[src/rtl/fetch_unit_pkg.sv]
// rtl/fetch_unit_pkg.sv - shared widths, reset PC, FSM encoding and fetch entry type
// Imported by the fetch unit, its buffer and its bus interface.
package fetch_unit_pkg;

   localparam int XLEN        = 32;
   localparam int INSTR_BYTES = 4;

   localparam logic [XLEN-1:0] RESET_PC_DEFAULT = 32'h0000_0000;

   localparam logic [0:0] ST_RUN  = 1'b0;
   localparam logic [0:0] ST_HALT = 1'b1;

   typedef struct packed {
      logic [XLEN-1:0] pc;
      logic [XLEN-1:0] instr;
   } fetch_entry_t;

   // Sequential successor; wraps naturally at the top of the address space.
   function automatic logic [XLEN-1:0] next_pc(input logic [XLEN-1:0] pc);
      return pc + XLEN'(INSTR_BYTES);
   endfunction

endpackage

[src/rtl/fetch_unit_if.sv]
// rtl/fetch_unit_if.sv - instruction-memory and decode handshakes of the fetch stage
// master = fetch unit side, slave = memory/decode side.
interface fetch_unit_if;
   import fetch_unit_pkg::*;

   logic            imem_req_valid;
   logic            imem_req_ready;
   logic [XLEN-1:0] imem_addr;
   logic            imem_rsp_valid;
   logic [XLEN-1:0] imem_rsp_data;

   logic            if_valid;
   logic            if_ready;
   logic [XLEN-1:0] if_pc;
   logic [XLEN-1:0] if_instr;

   modport master (
      output imem_req_valid, imem_addr, if_valid, if_pc, if_instr,
      input  imem_req_ready, imem_rsp_valid, imem_rsp_data, if_ready
   );

   modport slave (
      input  imem_req_valid, imem_addr, if_valid, if_pc, if_instr,
      output imem_req_ready, imem_rsp_valid, imem_rsp_data, if_ready
   );

endinterface

[src/rtl/fetch_buffer.sv]
// rtl/fetch_buffer.sv - DEPTH-entry FIFO of {pc, instr} with push/pop/flush and count
// Head is read from registered storage, so nothing from push reaches head combinationally.
module fetch_buffer
   import fetch_unit_pkg::*;
#(
   parameter int DEPTH = 2
) (
   input  logic                       clk,
   input  logic                       rst_n,
   input  logic                       push,
   input  fetch_entry_t               push_entry,
   input  logic                       pop,
   input  logic                       flush,
   output fetch_entry_t               head,
   output logic                       head_valid,
   output logic [$clog2(DEPTH):0]     count
);

   localparam int PW = $clog2(DEPTH);
   localparam int CW = PW + 1;

   fetch_entry_t   mem [DEPTH];
   logic [PW-1:0]  rd_ptr;
   logic [PW-1:0]  wr_ptr;
   logic           do_push;
   logic           do_pop;

   assign head_valid = (count != '0);
   assign head       = mem[rd_ptr];
   assign do_pop     = pop && head_valid;
   assign do_push    = push && ((count != CW'(DEPTH)) || do_pop);

   always_ff @(posedge clk or negedge rst_n) begin
      if (!rst_n) begin
         rd_ptr <= '0;
         wr_ptr <= '0;
         count  <= '0;
      end else if (flush) begin
         rd_ptr <= '0;
         wr_ptr <= '0;
         count  <= '0;
      end else begin
         if (do_push) wr_ptr <= wr_ptr + PW'(1);
         if (do_pop)  rd_ptr <= rd_ptr + PW'(1);
         count <= count + CW'(do_push) - CW'(do_pop);
      end
   end

   always_ff @(posedge clk) begin
      if (do_push && !flush) mem[wr_ptr] <= push_entry;
   end

endmodule

[src/rtl/fetch_unit.sv]
// rtl/fetch_unit.sv - instruction fetch: PC, request issue, response buffering, redirect
// Outstanding requests keep their addresses in a small queue; redirects convert them to drops.
module fetch_unit
   import fetch_unit_pkg::*;
#(
   parameter logic [XLEN-1:0] RESET_PC  = RESET_PC_DEFAULT,
   parameter int              BUF_DEPTH = 2
) (
   input  logic            clk,
   input  logic            rst_n,
   input  logic            jump_flag,
   input  logic [XLEN-1:0] jump_target,
   fetch_unit_if.master    bus,
   output logic            fetch_misalign
);

   localparam int PW = $clog2(BUF_DEPTH);
   localparam int CW = PW + 1;
   localparam int SW = CW + 1;

   logic [0:0]      state;
   logic [XLEN-1:0] pc;
   logic [CW-1:0]   outstanding;
   logic [CW-1:0]   drop_cnt;
   logic [CW-1:0]   buf_count;
   logic [XLEN-1:0] addr_q [BUF_DEPTH];
   logic [PW-1:0]   aq_rd;
   logic [PW-1:0]   aq_wr;
   logic [SW-1:0]   occupancy;
   logic            req_fire;
   logic            rsp_keep;
   logic            redirect;
   logic            head_valid;
   fetch_entry_t    head;
   fetch_entry_t    push_entry;

   // Drops still count against capacity so a late response can never find the buffer full.
   assign occupancy = SW'(buf_count) + SW'(outstanding) + SW'(drop_cnt);

   assign bus.imem_req_valid = rst_n && (state == ST_RUN) && !jump_flag
                               && (occupancy < SW'(BUF_DEPTH));
   assign bus.imem_addr      = pc;
   assign req_fire           = bus.imem_req_valid && bus.imem_req_ready;
   assign redirect           = jump_flag && (state == ST_RUN);
   assign rsp_keep           = bus.imem_rsp_valid && (drop_cnt == '0) && !jump_flag
                               && (state == ST_RUN);
   assign push_entry         = '{pc: addr_q[aq_rd], instr: bus.imem_rsp_data};

   always_ff @(posedge clk or negedge rst_n) begin
      if (!rst_n) begin
         state          <= ST_RUN;
         pc             <= RESET_PC;
         outstanding    <= '0;
         drop_cnt       <= '0;
         aq_rd          <= '0;
         aq_wr          <= '0;
         fetch_misalign <= 1'b0;
      end else if (redirect) begin
         // A response landing on the redirect edge consumes one of the converted slots.
         drop_cnt    <= drop_cnt + outstanding - CW'(bus.imem_rsp_valid);
         outstanding <= '0;
         aq_rd       <= '0;
         aq_wr       <= '0;
         if (jump_target[1:0] != 2'b00) begin
            state          <= ST_HALT;
            fetch_misalign <= 1'b1;
         end else begin
            pc <= jump_target;
         end
      end else begin
         if (bus.imem_rsp_valid && (drop_cnt != '0)) drop_cnt <= drop_cnt - CW'(1);
         if (req_fire) begin
            pc    <= next_pc(pc);
            aq_wr <= aq_wr + PW'(1);
         end
         if (rsp_keep) aq_rd <= aq_rd + PW'(1);
         outstanding <= outstanding + CW'(req_fire) - CW'(rsp_keep);
      end
   end

   always_ff @(posedge clk) begin
      if (req_fire) addr_q[aq_wr] <= pc;
   end

   fetch_buffer #(
      .DEPTH (BUF_DEPTH)
   ) u_buf (
      .clk        (clk),
      .rst_n      (rst_n),
      .push       (rsp_keep),
      .push_entry (push_entry),
      .pop        (bus.if_ready),
      .flush      (jump_flag || (state == ST_HALT)),
      .head       (head),
      .head_valid (head_valid),
      .count      (buf_count)
   );

   assign bus.if_valid = head_valid;
   assign bus.if_pc    = head.pc;
   assign bus.if_instr = head.instr;

endmodule

[src/flat_wrapper.sv]
// flat-port wrapper written by rule: the top's interface ports become plain ports
module fetch_unit_flat import fetch_unit_pkg::*;
#(
   parameter logic [XLEN-1:0] RESET_PC  = RESET_PC_DEFAULT,
   parameter int              BUF_DEPTH = 2
)
  (clk, rst_n, jump_flag, jump_target, fetch_misalign, bus_imem_req_valid, bus_imem_addr, bus_if_valid, bus_if_pc, bus_if_instr, bus_imem_req_ready, bus_imem_rsp_valid, bus_imem_rsp_data, bus_if_ready);
  fetch_unit_if bus_i ();
  input  logic clk;
  input  logic rst_n;
  input  logic jump_flag;
  input  logic [XLEN-1:0] jump_target;
  output logic fetch_misalign;
  output wire logic [$bits(bus_i.imem_req_valid)-1:0] bus_imem_req_valid;
  output wire logic [$bits(bus_i.imem_addr)-1:0] bus_imem_addr;
  output wire logic [$bits(bus_i.if_valid)-1:0] bus_if_valid;
  output wire logic [$bits(bus_i.if_pc)-1:0] bus_if_pc;
  output wire logic [$bits(bus_i.if_instr)-1:0] bus_if_instr;
  input wire logic [$bits(bus_i.imem_req_ready)-1:0] bus_imem_req_ready;
  input wire logic [$bits(bus_i.imem_rsp_valid)-1:0] bus_imem_rsp_valid;
  input wire logic [$bits(bus_i.imem_rsp_data)-1:0] bus_imem_rsp_data;
  input wire logic [$bits(bus_i.if_ready)-1:0] bus_if_ready;
  assign bus_imem_req_valid = bus_i.imem_req_valid;
  assign bus_imem_addr = bus_i.imem_addr;
  assign bus_if_valid = bus_i.if_valid;
  assign bus_if_pc = bus_i.if_pc;
  assign bus_if_instr = bus_i.if_instr;
  assign bus_i.imem_req_ready = bus_imem_req_ready;
  assign bus_i.imem_rsp_valid = bus_imem_rsp_valid;
  assign bus_i.imem_rsp_data = bus_imem_rsp_data;
  assign bus_i.if_ready = bus_if_ready;
  fetch_unit #(.RESET_PC(RESET_PC), .BUF_DEPTH(BUF_DEPTH)) u_core (.clk(clk), .rst_n(rst_n), .jump_flag(jump_flag), .jump_target(jump_target), .bus(bus_i), .fetch_misalign(fetch_misalign));
endmodule
[config.mk]
export PLATFORM = sky130hd
export DESIGN_NAME = fetch_unit_flat
export DESIGN_NICKNAME = d
export VERILOG_FILES = /design/src/rtl/fetch_unit_pkg.sv /design/src/rtl/fetch_unit_if.sv /design/src/rtl/fetch_buffer.sv /design/src/rtl/fetch_unit.sv /design/src/flat_wrapper.sv
export SDC_FILE = /design/constraint.sdc
export NUM_CORES = 1
export LEC_CHECK = 0
export CORE_ASPECT_RATIO = 0.75
export CORE_UTILIZATION = 39
export DETAILED_ROUTE_END_ITERATION = 16
export PLACE_DENSITY = 0.65
export RECOVER_POWER = 25
export SYNTH_ARGS = -nofsm -noshare
export SYNTH_HDL_FRONTEND = slang
export SYNTH_SLANG_ARGS = --single-unit
[constraint.sdc]
create_clock -name clk -period 8.01 [get_ports clk]
set_clock_uncertainty 0.05 [all_clocks]
set_input_delay 1.602 -clock clk [delete_from_list [all_inputs] [get_ports clk]]
set_output_delay 1.602 -clock clk [all_outputs]
set_load 0.005 [all_outputs]
==> results.yml <==
cells_and_area:
  area_growth_pct: 28.72
  final_cell_mix: "edfxtp_1, clkdlybuf4s50_1, mux2_2, dfrtp_1, a21oi_1"
  nets: 873
  multi_input_area_sq_mm: 0.002654
  fillerInstances: 2077
  drive_above_1_share_pct: 17.65
  layout_commonest_cell: "edfxtp_1"
  regArea_sq_mm: 0.006845
  utilization_pct: 51.51
detailed_routing:
  met1_length_um: 9929
  routed_wirelength_um: 20790
  vias: 5768
  ant_nets: 0
  viasPerCell: 5.051
  highest_layer: "met4"
  wl_met2_um: 9228
  drc_errors: 0
  drt_first_pass_iters: 5
  wire_per_inst_um: 18.20
  dr.first_iter.drc_count: 390
  dr_wl_met3_um: 1285
power:
  p_seq_share_pct: 52.7
  sw_frac_of_total_pct: 21.09
  pwr_density_cell_mw_per_mm2: 210.9
  ir_worst_vdd_uv: 163.7
  p_clk_share_pct: 40.4
  total_power_mw: 2.624
  power_frac_comb_pct: 6.8
  cellLeakagePower_nw: 4.251
  p_switching_mw: 0.5533
  p_int_mw: 2.071
placement:
  dpl.hpwl_um: 13580
  portBuffers: 168
  finalWeightedCongestion: 0.8399
  post-place-ws_ps: 2797
worst_setup_path:
  worst_setup_path_end_kind: "primary output"
  cp.arrival_ps: 3490
  required_ps: 6360
  worstSetupPathType: "primary input to primary output"
  worst-path-max-fanout: 44
  crit_path_start_kind: "primary input"
global_routing:
  track_usage_pct: 16.28
  grt_pass1_wl_um: 32030
  first_global_vias: 5595
  antenna_found_initial: 0
  grt_start_max_net_pins: 66
  overflow: 0
synthesis:
  syn-num-nets: 702
  synthCells: 621
  yosysWarnings: 0
  synthArstFlopShare_pct: 18.30
  synth_area_sq_mm: 0.009666
  yosysSeqAreaShare_pct: 70.78
  synth.avg_cell_area_sq_um: 15.56
  ys_ff_latch: 235
  synth_edf_count: 192
  synth-main-ff-cell: "edfxtp_1"
  synth_cell_types: 52
sta:
  clock.fmax_mhz: 194.5
  rsz0062_at_grt: "false"
  setup_violations: 0
  worst_slew_pin_slew_ps: 1031
  fin_tns_setup_ps: 0
  hold_viol: 0
  period_minus_slack_ps: 5142
  post-route-period-util_pct: 64.20
  finalWorstSetupSlack_ps: 2868
  drv_slew: 0
  relSlewSlack_pct: 31.24
die:
  io_pins: 169
  core_area_sq_mm: 0.02416
  die_w_um: 183.8
  die_y_um: 138.3
  start_util_pct: 40.01
  dieArea_sq_mm: 0.02542
  rows: 49
status:
  status: "finished clean"
clock_tree:
  cts_buffers: 24
  post_cts_buffers: 0
  cts_tree: "built"
  clockBufferDepth: 3
  post_cts_resized: 0
  cts_root_buf: "clkbuf_16"
  clkTransAtPathRegs_ps: 60
  clock_latency_ps: 510
  cts_sinks: 235
  htree_num_levels: 1
  hold_buffers: 0
flow_run:
  max-cap-violations: 0
min_path:
  hold_class: "flop to flop"
-- final timing paths --
kind                                               from                    end  slack [ps]  depth (start not counted)
min in group asynchronous                         rst_n  u_core.fetch_misalign        1230                          1
worst min-delay path            u_core.bus.imem_addr[0]    u_core.addr_q[0][0]         470                          0
worst max-delay path                              rst_n     bus_imem_req_valid        2870                          4
worst max register to register    u_core.u_buf.count[1]   u_core.addr_q[1][11]        4670                          8
worst min register to register  u_core.bus.imem_addr[0]    u_core.addr_q[0][0]         470                          0
max in group asynchronous                         rst_n    u_core.u_buf.rd_ptr        5950                          1
-- cell families after synthesis --
| logic type | Yosys count | share of synthesized area [%] |
|---|---|---|
| flops | 235 | 70.78 |
| compound gates | 95 | 6.123 |
| mux | 98 | 11.39 |
| xor+xnor | 12 | 1.087 |
| fa+ha+maj | 11 | 1.502 |
| buf+inv | 43 | 2.006 |
| simple gates | 127 | 7.107 |
-- synthesized netlist by cell type, drive strengths merged (6+ instances only) --
cell type / number / area [sq um]
o21ai: 20 / 100.1
nor3: 10 / 50.05
mux2: 96 / 1081
nor2: 31 / 123.9
a21oi: 31 / 155.2
inv: 14 / 52.55
nand4: 9 / 56.30
xnor2: 10 / 87.58
a211oi: 6 / 50.05
clkbuf: 17 / 63.81
ha: 10 / 125.1
edfxtp: 192 / 5766
o22ai: 15 / 93.84
buf: 12 / 77.57
nand2: 30 / 127.6
dfrtp: 43 / 1076
nand3: 18 / 102.6
-- area by class of cell --
class	count	share of cell area [%]
multi-input combinational	343	21.33
clock inverter	8	0.5229
sequential	235	55.02
clock buffer	36	5.521
tap	331	3.329
antenna	1	0.02011
timing repair buffer	174	13.84
inverter	14	0.4224
-- critical path, cell delays in order --
cell	delay, ps
buf_2	770
nor4b_4	430
and2_1	180
clkdlybuf4s50_1	500
-- flip-flops by register name (all words and copies together), names as in the netlist --
register and flops:
u_core.aq_rd 1, u_core.u_buf.rd_ptr 1, u_core.u_buf.mem 128, u_core.fetch_misalign 1, u_core.u_buf.count 2, u_core.drop_cnt 2, u_core.aq_wr 1, u_core.u_buf.wr_ptr 1
u_core.bus.imem_addr 32, u_core.outstanding 2, u_core.addr_q 64
-- power groups by stage --
stage / clock network [mW] / registers (mW) / logic, mW
6_report: 1.06 / 1.38 / 0.179
4_1_cts: 1.09 / 1.38 / 0.185
3_5_place_dp: 0 / 1.41 / 0.183
3_3_place_gp: 0 / 1.41 / 0.182
5_1_grt: 1.14 / 1.39 / 0.201
2_1_floorplan: 0 / 1.39 / 0.0971
-- layer usage --
layer	global-route usage [%]	vias to the layer above
met5	0	-
met4	3.421	0
met3	3.767	26
met2	25.10	189
met1	23.47	2823
li1	-	2730
-- stage by stage --
| stage | instances | instance area [sq um] | hold slack, ps |
|---|---|---|---|
| final | 1142 | 12440 | 468.1 |
| after global routing | 1141 | 12440 | 501.0 |
| after CTS | 1141 | 12440 | 473.6 |
| after detailed placement | 1097 | 11690 | 457.3 |
| after global placement | 1097 | 11690 | 459.7 |
| after floorplan | 621 | 9666 | 429.1 |
Note: power is estimated with default switching activity, not from simulation.
